File: src/rtl/prog_loader_pkg.sv
// Shared state encoding and default parameter values for the program loader.
package prog_loader_pkg;
    typedef enum logic [1:0] {
        ST_IDLE = 2'd0,
        ST_LOAD = 2'd1,
        ST_RUN  = 2'd2,
        ST_FIN  = 2'd3
    } state_t;

    localparam int DEF_DATA_W = 32;
    localparam int DEF_ADDR_W = 8;
    localparam int DEF_CNT_W  = 16;
endpackage

File: src/rtl/prog_loader_cnt.sv
// Saturating run-cycle counter with terminal-count compare against a limit.
module prog_loader_cnt #(
    parameter int CNT_W = prog_loader_pkg::DEF_CNT_W
) (
    input  logic             clk,
    input  logic             rst_n,
    input  logic             clear,
    input  logic             en,
    input  logic [CNT_W-1:0] limit,
    output logic [CNT_W-1:0] count,
    output logic             hit
);
    logic [CNT_W:0] count_inc;

    // One bit wider so the compare cannot alias when count is all-ones.
    assign count_inc = {1'b0, count} + {{CNT_W{1'b0}}, 1'b1};
    assign hit       = en && (limit != '0) && (count_inc == {1'b0, limit});

    always_ff @(posedge clk or negedge rst_n) begin
        if (!rst_n) begin
            count <= '0;
        end else if (clear) begin
            count <= '0;
        end else if (en && (count != {CNT_W{1'b1}})) begin
            count <= count_inc[CNT_W-1:0];
        end
    end
endmodule

File: src/rtl/prog_loader.sv
// Streams a program image into external memory, releases the core and
// supervises it until HALT or a run-cycle limit.
//   state   | meaning
//   IDLE    | waiting for start
//   LOAD    | accepting image words, writing memory
//   RUN     | core released, counting cycles
//   FIN     | core stopped, status held until next start
module prog_loader
    import prog_loader_pkg::*;
#(
    parameter int DATA_W = DEF_DATA_W,
    parameter int ADDR_W = DEF_ADDR_W,
    parameter int CNT_W  = DEF_CNT_W
) (
    input  logic              clk,
    input  logic              rst_n,
    input  logic              s_valid,
    output logic              s_ready,
    input  logic [DATA_W-1:0] s_data,
    input  logic              s_last,
    input  logic [ADDR_W-1:0] base_addr,
    input  logic              start,
    input  logic [CNT_W-1:0]  timeout_lim,
    input  logic              core_halted,
    output logic              mem_we,
    output logic [ADDR_W-1:0] mem_addr,
    output logic [DATA_W-1:0] mem_wdata,
    output logic              core_run,
    output logic [ADDR_W-1:0] pc_init,
    output logic              done,
    output logic              timeout,
    output logic              overflow,
    output logic [CNT_W-1:0]  run_cycles
);
    state_t            state, state_nxt;
    logic [ADDR_W-1:0] ptr;
    logic [CNT_W-1:0]  lim_q;
    logic              accept;
    logic              go;
    logic              hit;

    assign accept    = (state == ST_LOAD) && s_valid;
    assign go        = start && ((state == ST_IDLE) || (state == ST_FIN));
    assign s_ready   = (state == ST_LOAD);
    assign core_run  = (state == ST_RUN);
    assign mem_we    = accept;
    assign mem_addr  = ptr;
    assign mem_wdata = accept ? s_data : '0;

    always_comb begin
        state_nxt = state;
        case (state)
            ST_IDLE, ST_FIN: if (start) state_nxt = ST_LOAD;
            ST_LOAD:         if (accept && s_last) state_nxt = ST_RUN;
            ST_RUN:          if (core_halted || hit) state_nxt = ST_FIN;
            default:         state_nxt = ST_IDLE;
        endcase
    end

    always_ff @(posedge clk or negedge rst_n) begin
        if (!rst_n) begin
            state <= ST_IDLE;
        end else begin
            state <= state_nxt;
        end
    end

    always_ff @(posedge clk or negedge rst_n) begin
        if (!rst_n) begin
            ptr      <= '0;
            pc_init  <= '0;
            lim_q    <= '0;
            done     <= 1'b0;
            timeout  <= 1'b0;
            overflow <= 1'b0;
        end else if (go) begin
            ptr      <= base_addr;
            pc_init  <= base_addr;
            lim_q    <= timeout_lim;
            done     <= 1'b0;
            timeout  <= 1'b0;
            overflow <= 1'b0;
        end else if (accept) begin
            ptr <= ptr + 1'b1;
            if (ptr == {ADDR_W{1'b1}}) overflow <= 1'b1;
        end else if (state == ST_RUN) begin
            // HALT wins over a limit hit in the same cycle.
            if (core_halted) done <= 1'b1;
            else if (hit)    timeout <= 1'b1;
        end
    end

    prog_loader_cnt #(.CNT_W(CNT_W)) u_cnt (
        .clk   (clk),
        .rst_n (rst_n),
        .clear (go),
        .en    (state == ST_RUN),
        .limit (lim_q),
        .count (run_cycles),
        .hit   (hit)
    );
endmodule

File: config.mk
export PLATFORM = sky130hd
export DESIGN_NAME = prog_loader
export DESIGN_NICKNAME = d
export VERILOG_FILES = /design/src/rtl/prog_loader_pkg.sv /design/src/rtl/prog_loader_cnt.sv /design/src/rtl/prog_loader.sv
export SDC_FILE = /design/constraint.sdc
export NUM_CORES = 1
export LEC_CHECK = 0
export ABC_AREA = 1
export BUFFER_PORTS_ARGS = -buffer_cell sky130_fd_sc_hd__buf_2
export CAP_MARGIN = 20
export CORE_MARGIN = 10
export CORE_UTILIZATION = 25
export CTS_BUF_LIST = sky130_fd_sc_hd__clkbuf_4
export CTS_CLUSTER_SIZE = 8
export DETAILED_ROUTE_END_ITERATION = 16
export PLACE_DENSITY_LB_ADDON = 0.3
export RECOVER_POWER = 25
export SLEW_MARGIN = 20
export SYNTH_ARGS = -nofsm -noshare
export SYNTH_HDL_FRONTEND = slang
export SYNTH_SLANG_ARGS = --single-unit
File: constraint.sdc
create_clock -name clk -period 2.4 [get_ports clk]
set_input_delay 0.48 -clock clk [delete_from_list [all_inputs] [get_ports clk]]
set_output_delay 0.48 -clock clk [all_outputs]
set_load 0.02 [all_outputs]
# Yosys cells after proc, flatten, opt, wreduce, memory -nomap -nowiden
# Index checks and enable logic that the tools add are counted.
classes:
  add_sub_neg: 2
  eq_ne: 11
  n_mux: 21
  n_reduce_logical: 21
ops:
  columns: ["cell", "count"]
  rows:
  - ["two-way mux 16 bit", 2]
  - ["two-way mux 32 bit", 1]
  - ["adder 16 x 1 -> 17 bit, second input constant", 1]
  - ["equality test 17 x 16 -> 1 bit", 1]
  - ["two-way mux 8 bit", 2]
  - ["inequality test 16 bit, second input constant", 1]
  - ["nonzero test 16 bit", 1]
  - ["two-way mux 1 bit", 12]
  - ["nonzero test 2 bit", 6]
  - ["adder 8 x 1 -> 8 bit, second input constant", 1]
  - ["equality test 8 bit, second input constant", 1]
  - ["logical AND 1 bit", 6]
  - ["two-way mux 2 bit", 3]
  - ["inequality test 2 x 1 -> 1 bit, second input constant", 3]
  - ["one-hot mux 2 bit (3 select lines)", 1]
  - ["AND reduction 3 bit", 2]
  - ["equality test 2 bit, second input constant", 2]
  - ["inequality test 2 bit, second input constant", 2]
  - ["AND reduction 4 bit", 1]
  - ["equality test 2 x 1 -> 1 bit, second input constant", 1]
  - ["zero test 2 bit", 1]
  - ["logical OR 1 bit", 2]
  - ["AND reduction 2 bit", 1]
  - ["OR reduction 2 bit", 1]
totals:
  register_bits: 53
  wordCells: 63
  inputBits: 62

# Longest topological paths before layout
depth:
  depth_word: 8
  ltp_mapped: 16
  mapped_depth_nobuf: 16

# Cells and area by module
# Synthesis repeated with hierarchy kept, for this count alone.
unflattened:
  cells_unflattened: 497
  hier_area_um2: 3383.2
by_module_without_submodules:
  columns: ["mod", "area_per_inst_um2", "instances", "cells_per_inst", "seq_area_each_um2"]
  rows:
  - ["prog_loader", 1975.6, 1, 266, 925.9]
  - ["prog_loader_cnt", 1407.6, 1, 231, 400.4]

# Least setup slack after synthesis
# No wires, ideal clock.
synth_path:
  path_type: "flip-flop to output port"
  start: "reg state[1]"
  end: "out mem_wdata[10]"
  stages_incl_launch_ff: 6
  n_path_buf: 1
  arrival_ps: 1476
  slack_ps: 444
  cell_sequence: "dfrtp_1 > inv_1 > ha_1 > nand2_1 > clkbuf_1 > nor2_1"
synth_between:
  elab_chain_len: 3
synth_lines:
  columns: ["item", "line_no", "source"]
  rows:
  - ["start, declared", "prog_loader.sv:35", "state_t state, state_nxt;"]
  - ["start signal, assigned", "prog_loader.sv:64", "state <= state_nxt;"]
  - ["equality test 2 x 1 -> 1 bit", null, null]
  - ["via s_ready", "prog_loader.sv:18", "output logic s_ready,"]
  - ["logical AND 1 bit", "prog_loader.sv:42", "assign accept = (state == ST_LOAD) && s_valid;"]
  - ["two-way mux 32 bit", "prog_loader.sv:48", "assign mem_wdata = accept ? s_data : '0;"]
  - ["end, declared", "prog_loader.sv:27", "output logic [DATA_W-1:0] mem_wdata,"]
# The timed path passes the listed nets, and every way through them passes these cells.

# Worst setup path after layout
layout_path:
  start: "reg state[0]"
  end: "out mem_we"
layout_between:
  elab_chain_len: 2
layout_lines:
  columns: ["item", "line_no", "source"]
  rows:
  - ["equality test 2 x 1 -> 1 bit", "prog_loader.sv:42", null]
  - ["logical AND 1 bit", "prog_loader.sv:42", null]
  - ["end, declared", "prog_loader.sv:25", "output logic mem_we,"]
# No other way between the ends.

==> run summary <==
For the pin with the worst max-slew slack, the measured transition is 1.33 ns. The count of non-filler cells in the finished layout was 795; the mean post-synth cell area was 6.70 sq um. The worst hold path belongs to the class in -> reg. 0 antenna diodes ended up in the layout. Critical path startpoint: state[0]$_DFFE_PN0P_. Port buffering added 131 buffers. The run gives 0.256 as the initial core utilization. For the hold buffer count at CTS, the log shows 0. The proportion of layout cells with a drive suffix above 1 was 0.260. In this run the power density over the cells is 970 nW/um^2.

Sorting the synthesized cells by area gives the leading types as sky130_fd_sc_hd__dfrtp_1, sky130_fd_sc_hd__nand2_1, sky130_fd_sc_hd__inv_1. For the combined area of all synthesized cells, the log shows 3260 sq um. The logs give 36 for the maximum number of pins on one net before global-route repair and 0.113 for the normalized max-slew margin. The fraction of the mapped netlist area in compound gates came out at 0.0909.

The logs give 0 for the antenna violation net count after detailed routing and 0 for the count of final setup violators. The routed design has 10.9 mm of wire. The Yosys step of the flow raised 0 warnings. The flow ran to the end, and the final reports show no timing, DRC or antenna violations. For this block, the initial DRC count from the detailed router was 182. The largest buffer count on any clock path was 2; the share of synthesized cell area in full adder, half adder and majority cells was 0.0192.

The design draws 4.10 mW. Leading area contributor after synthesis: sky130_fd_sc_hd__dfrtp_1. After detailed routing, the number of remaining DRC violations is 0. The leakage power was 2.38 nW.

Clock sink count: 53. The area growth from synthesis to layout is 29.5%. The number of global-route vias before repair is 3,688, and the via count is 3,508.

In the synthesized netlist, the cells that appear most often are sky130_fd_sc_hd__nand2_1, sky130_fd_sc_hd__inv_1, sky130_fd_sc_hd__nor2_1, sky130_fd_sc_hd__dfrtp_1, sky130_fd_sc_hd__nand3_1. The sequential cell area fraction in the yosys report was 0.407. The async set-or-reset flop fraction in the synthesized netlist came out at 1.00. After routing the design area is 4220 sq um. The number of vias per cell is 4.41. The critical path is of the reg -> out type. The multiplexer area fraction after synthesis came out at 0. The root buffer cell is sky130_fd_sc_hd__clkbuf_4. For this run, the leading register cell type out of synthesis is sky130_fd_sc_hd__dfrtp_1.

Counting flops and latches in the post-synthesis netlist gives 53. Pin placement for this block handled 132 I/O pins. The run gives 2 as the number of levels the H-tree was split into. The startpoint identified for the worst hold timing path is timeout_lim[4].

At the worst endpoint, the required time is 1.92 ns. For the placement row count, the log shows 41. The logs give 487 for the gate count of the mapped netlist and 0 for the number of max-cap violations. For the final database, setup skew stands at 0.0202 ns. The synthesized netlist contains 27 unique library cells.

The placer's final routability congestion estimate is 0.868, and the post-synthesis xor/xnor area fraction is 0.0123. The tools report the clock buffer count from CTS as 5. Summed over all nets, the half-perimeter wirelength after detailed placement is 9.08 mm. Once placement completed, the tool counted placed cells totaling 786. The clock period could shrink to 2.24 ns. The tools report the core utilization of the finished layout as 0.332.

The die height was 134 um. The most frequent cell after synthesis is sky130_fd_sc_hd__nand2_1. The tools report the layout net count as 689. TritonCTS built the clock tree. The combinational family with the most area after synthesis was simple AND/OR/NAND/NOR gates.

Number of enable-type register cells in the synthesized netlist: 0. In this run the worst path has a maximum fanout of 35. The simple-gate share of the synthesized area works out to 0.361. For the worst setup path, the data arrival time is 1.76 ns. The launching element type of the critical path is a flop.

The die is 134 um wide. The run gives 12,700 sq um as the area of the core region. The logs give 0.121 for the overall fraction of global-route tracks in use and 1 for the number of antenna violations at the first check in global routing. For the final count of hold timing violations, the log shows 0. The number of nets handed over by synthesis was 554. After detailed placement, the total cell area comes to 4150 sq um.

The tools report the total die area as 18,000 sq um. For this run the aggregate overflow at the end of global routing stands at 0. The tools report the first-pass GRT wire length as 18.1 mm. The count of final max-slew check failures was 0; the clock latency on the worst-skew pair was 0.39 ns. The tools report the critical register-to-register path startpoint as u_cnt.count[0]$_DFFE_PN0P_. The average wire per cell in the routed design was 13.7 um; the fmax was 446 MHz. The layout has 1,438 filler cells. The share of the synthesized area in the top cell type is 0.407. The worst setup path is captured at an output pin. The first detailed-routing pass ran for 4 iterations. The worst supply voltage drop on vdd is 508 uV, and the post-route fraction of the period consumed by the critical path is 0.933.

After clock tree synthesis, the clock-pin slew on the worst setup and hold paths is 0.17 ns.
layer usage:
| metal | routed length [um] | share of wire | global-route usage |
|---|---|---|---|
| met2 | 5000 | 0.46 | 0.197 |
| met1 | 4880 | 0.45 | 0.149 |
| met5 | 13 | 0.0012 | 0 |
| met4 | 85 | 0.0078 | 0.0218 |
| met3 | 913 | 0.084 | 0.0456 |
timing repair:
action,in CTS,in global routing
gates resized for setup,0,7
endpoints found under the setup margin,0,13
buffers inserted,0,1
flip-flops by register name, summed over array words and instances, names as in the netlist:
name,count
mem_addr,8
u_cnt.count,16
overflow,1
lim_q,16
done,1
state,2
timeout,1
pc_init,8
worst max-delay path, cell delays in order (launching register included):
cell and delay [ns]:
sky130_fd_sc_hd__dfrtp_1 0.45, sky130_fd_sc_hd__ha_1 0.24, sky130_fd_sc_hd__nand2_1 0.15, sky130_fd_sc_hd__buf_8 0.24, sky130_fd_sc_hd__inv_1 0.12, sky130_fd_sc_hd__buf_2 0.18
area by class of cell:
class	instances	area, sq um	share of cell area
clock inverter	3	26.3	0.00622
clock buffer	5	37.5	0.00889
multi-input combinational	339	1580	0.375
timing repair buffer	138	712	0.169
tap	172	215	0.0509
sequential	53	1330	0.314
inverter	85	323	0.0764
stage by stage:
stage	TNS, ns	hold WS, ns	setup WS (ns)
5_1_grt	-0.000686	0.261	-0.000686
3_3_place_gp	0	0.459	0.383
3_5_place_dp	0	0.464	0.278
6_report	0	0.287	0.160
2_1_floorplan	0	0.184	0.444
4_1_cts	0	0.0739	0.00919
cell usage in the layout (no fill, tap or decap), types with 6 or more instances in the layout:
master,n
sky130_fd_sc_hd__o22ai_1,9
sky130_fd_sc_hd__nand2_1,143
sky130_fd_sc_hd__a21oi_1,7
sky130_fd_sc_hd__nor2_1,68
sky130_fd_sc_hd__nand4_1,8
sky130_fd_sc_hd__buf_2,130
sky130_fd_sc_hd__dfrtp_1,53
sky130_fd_sc_hd__nand2_2,6
sky130_fd_sc_hd__nand3_1,42
sky130_fd_sc_hd__o21ai_0,27
sky130_fd_sc_hd__inv_1,84
power breakdown:
group          internal, mW  switching (mW)  total (mW)  leakage (nW)
Combinational         0.732            1.49        2.22          1.67
Clock                 0.121           0.317       0.438        0.0293
Sequential             1.20           0.243        1.44         0.681
cell families after synthesis:
logic type,after synthesis
buffers and inverters,95
adder cells (fa/ha/maj),5
AO/OA/AOI/OAI,53
flip-flops,53
XOR/XNOR,3
AND/OR/NAND/NOR,278
path summary, 6_finish.rpt:
path / cells past startpoint / slack [ns] / end
min in group asynchronous: 1 / 0.35 / mem_addr[5]$_DFFE_PN0P_
max: 5 / 0.16 / mem_we
max in group asynchronous: 2 / 0.63 / done$_DFFE_PN0P_
min reg2reg: 2 / 0.50 / pc_init[4]$_DFFE_PN0P_
max reg2reg: 14 / 0.27 / state[1]$_DFFE_PN0P_
min: 3 / 0.29 / lim_q[4]$_DFFE_PN0P_
Note: power is estimated with default switching activity, not from simulation.
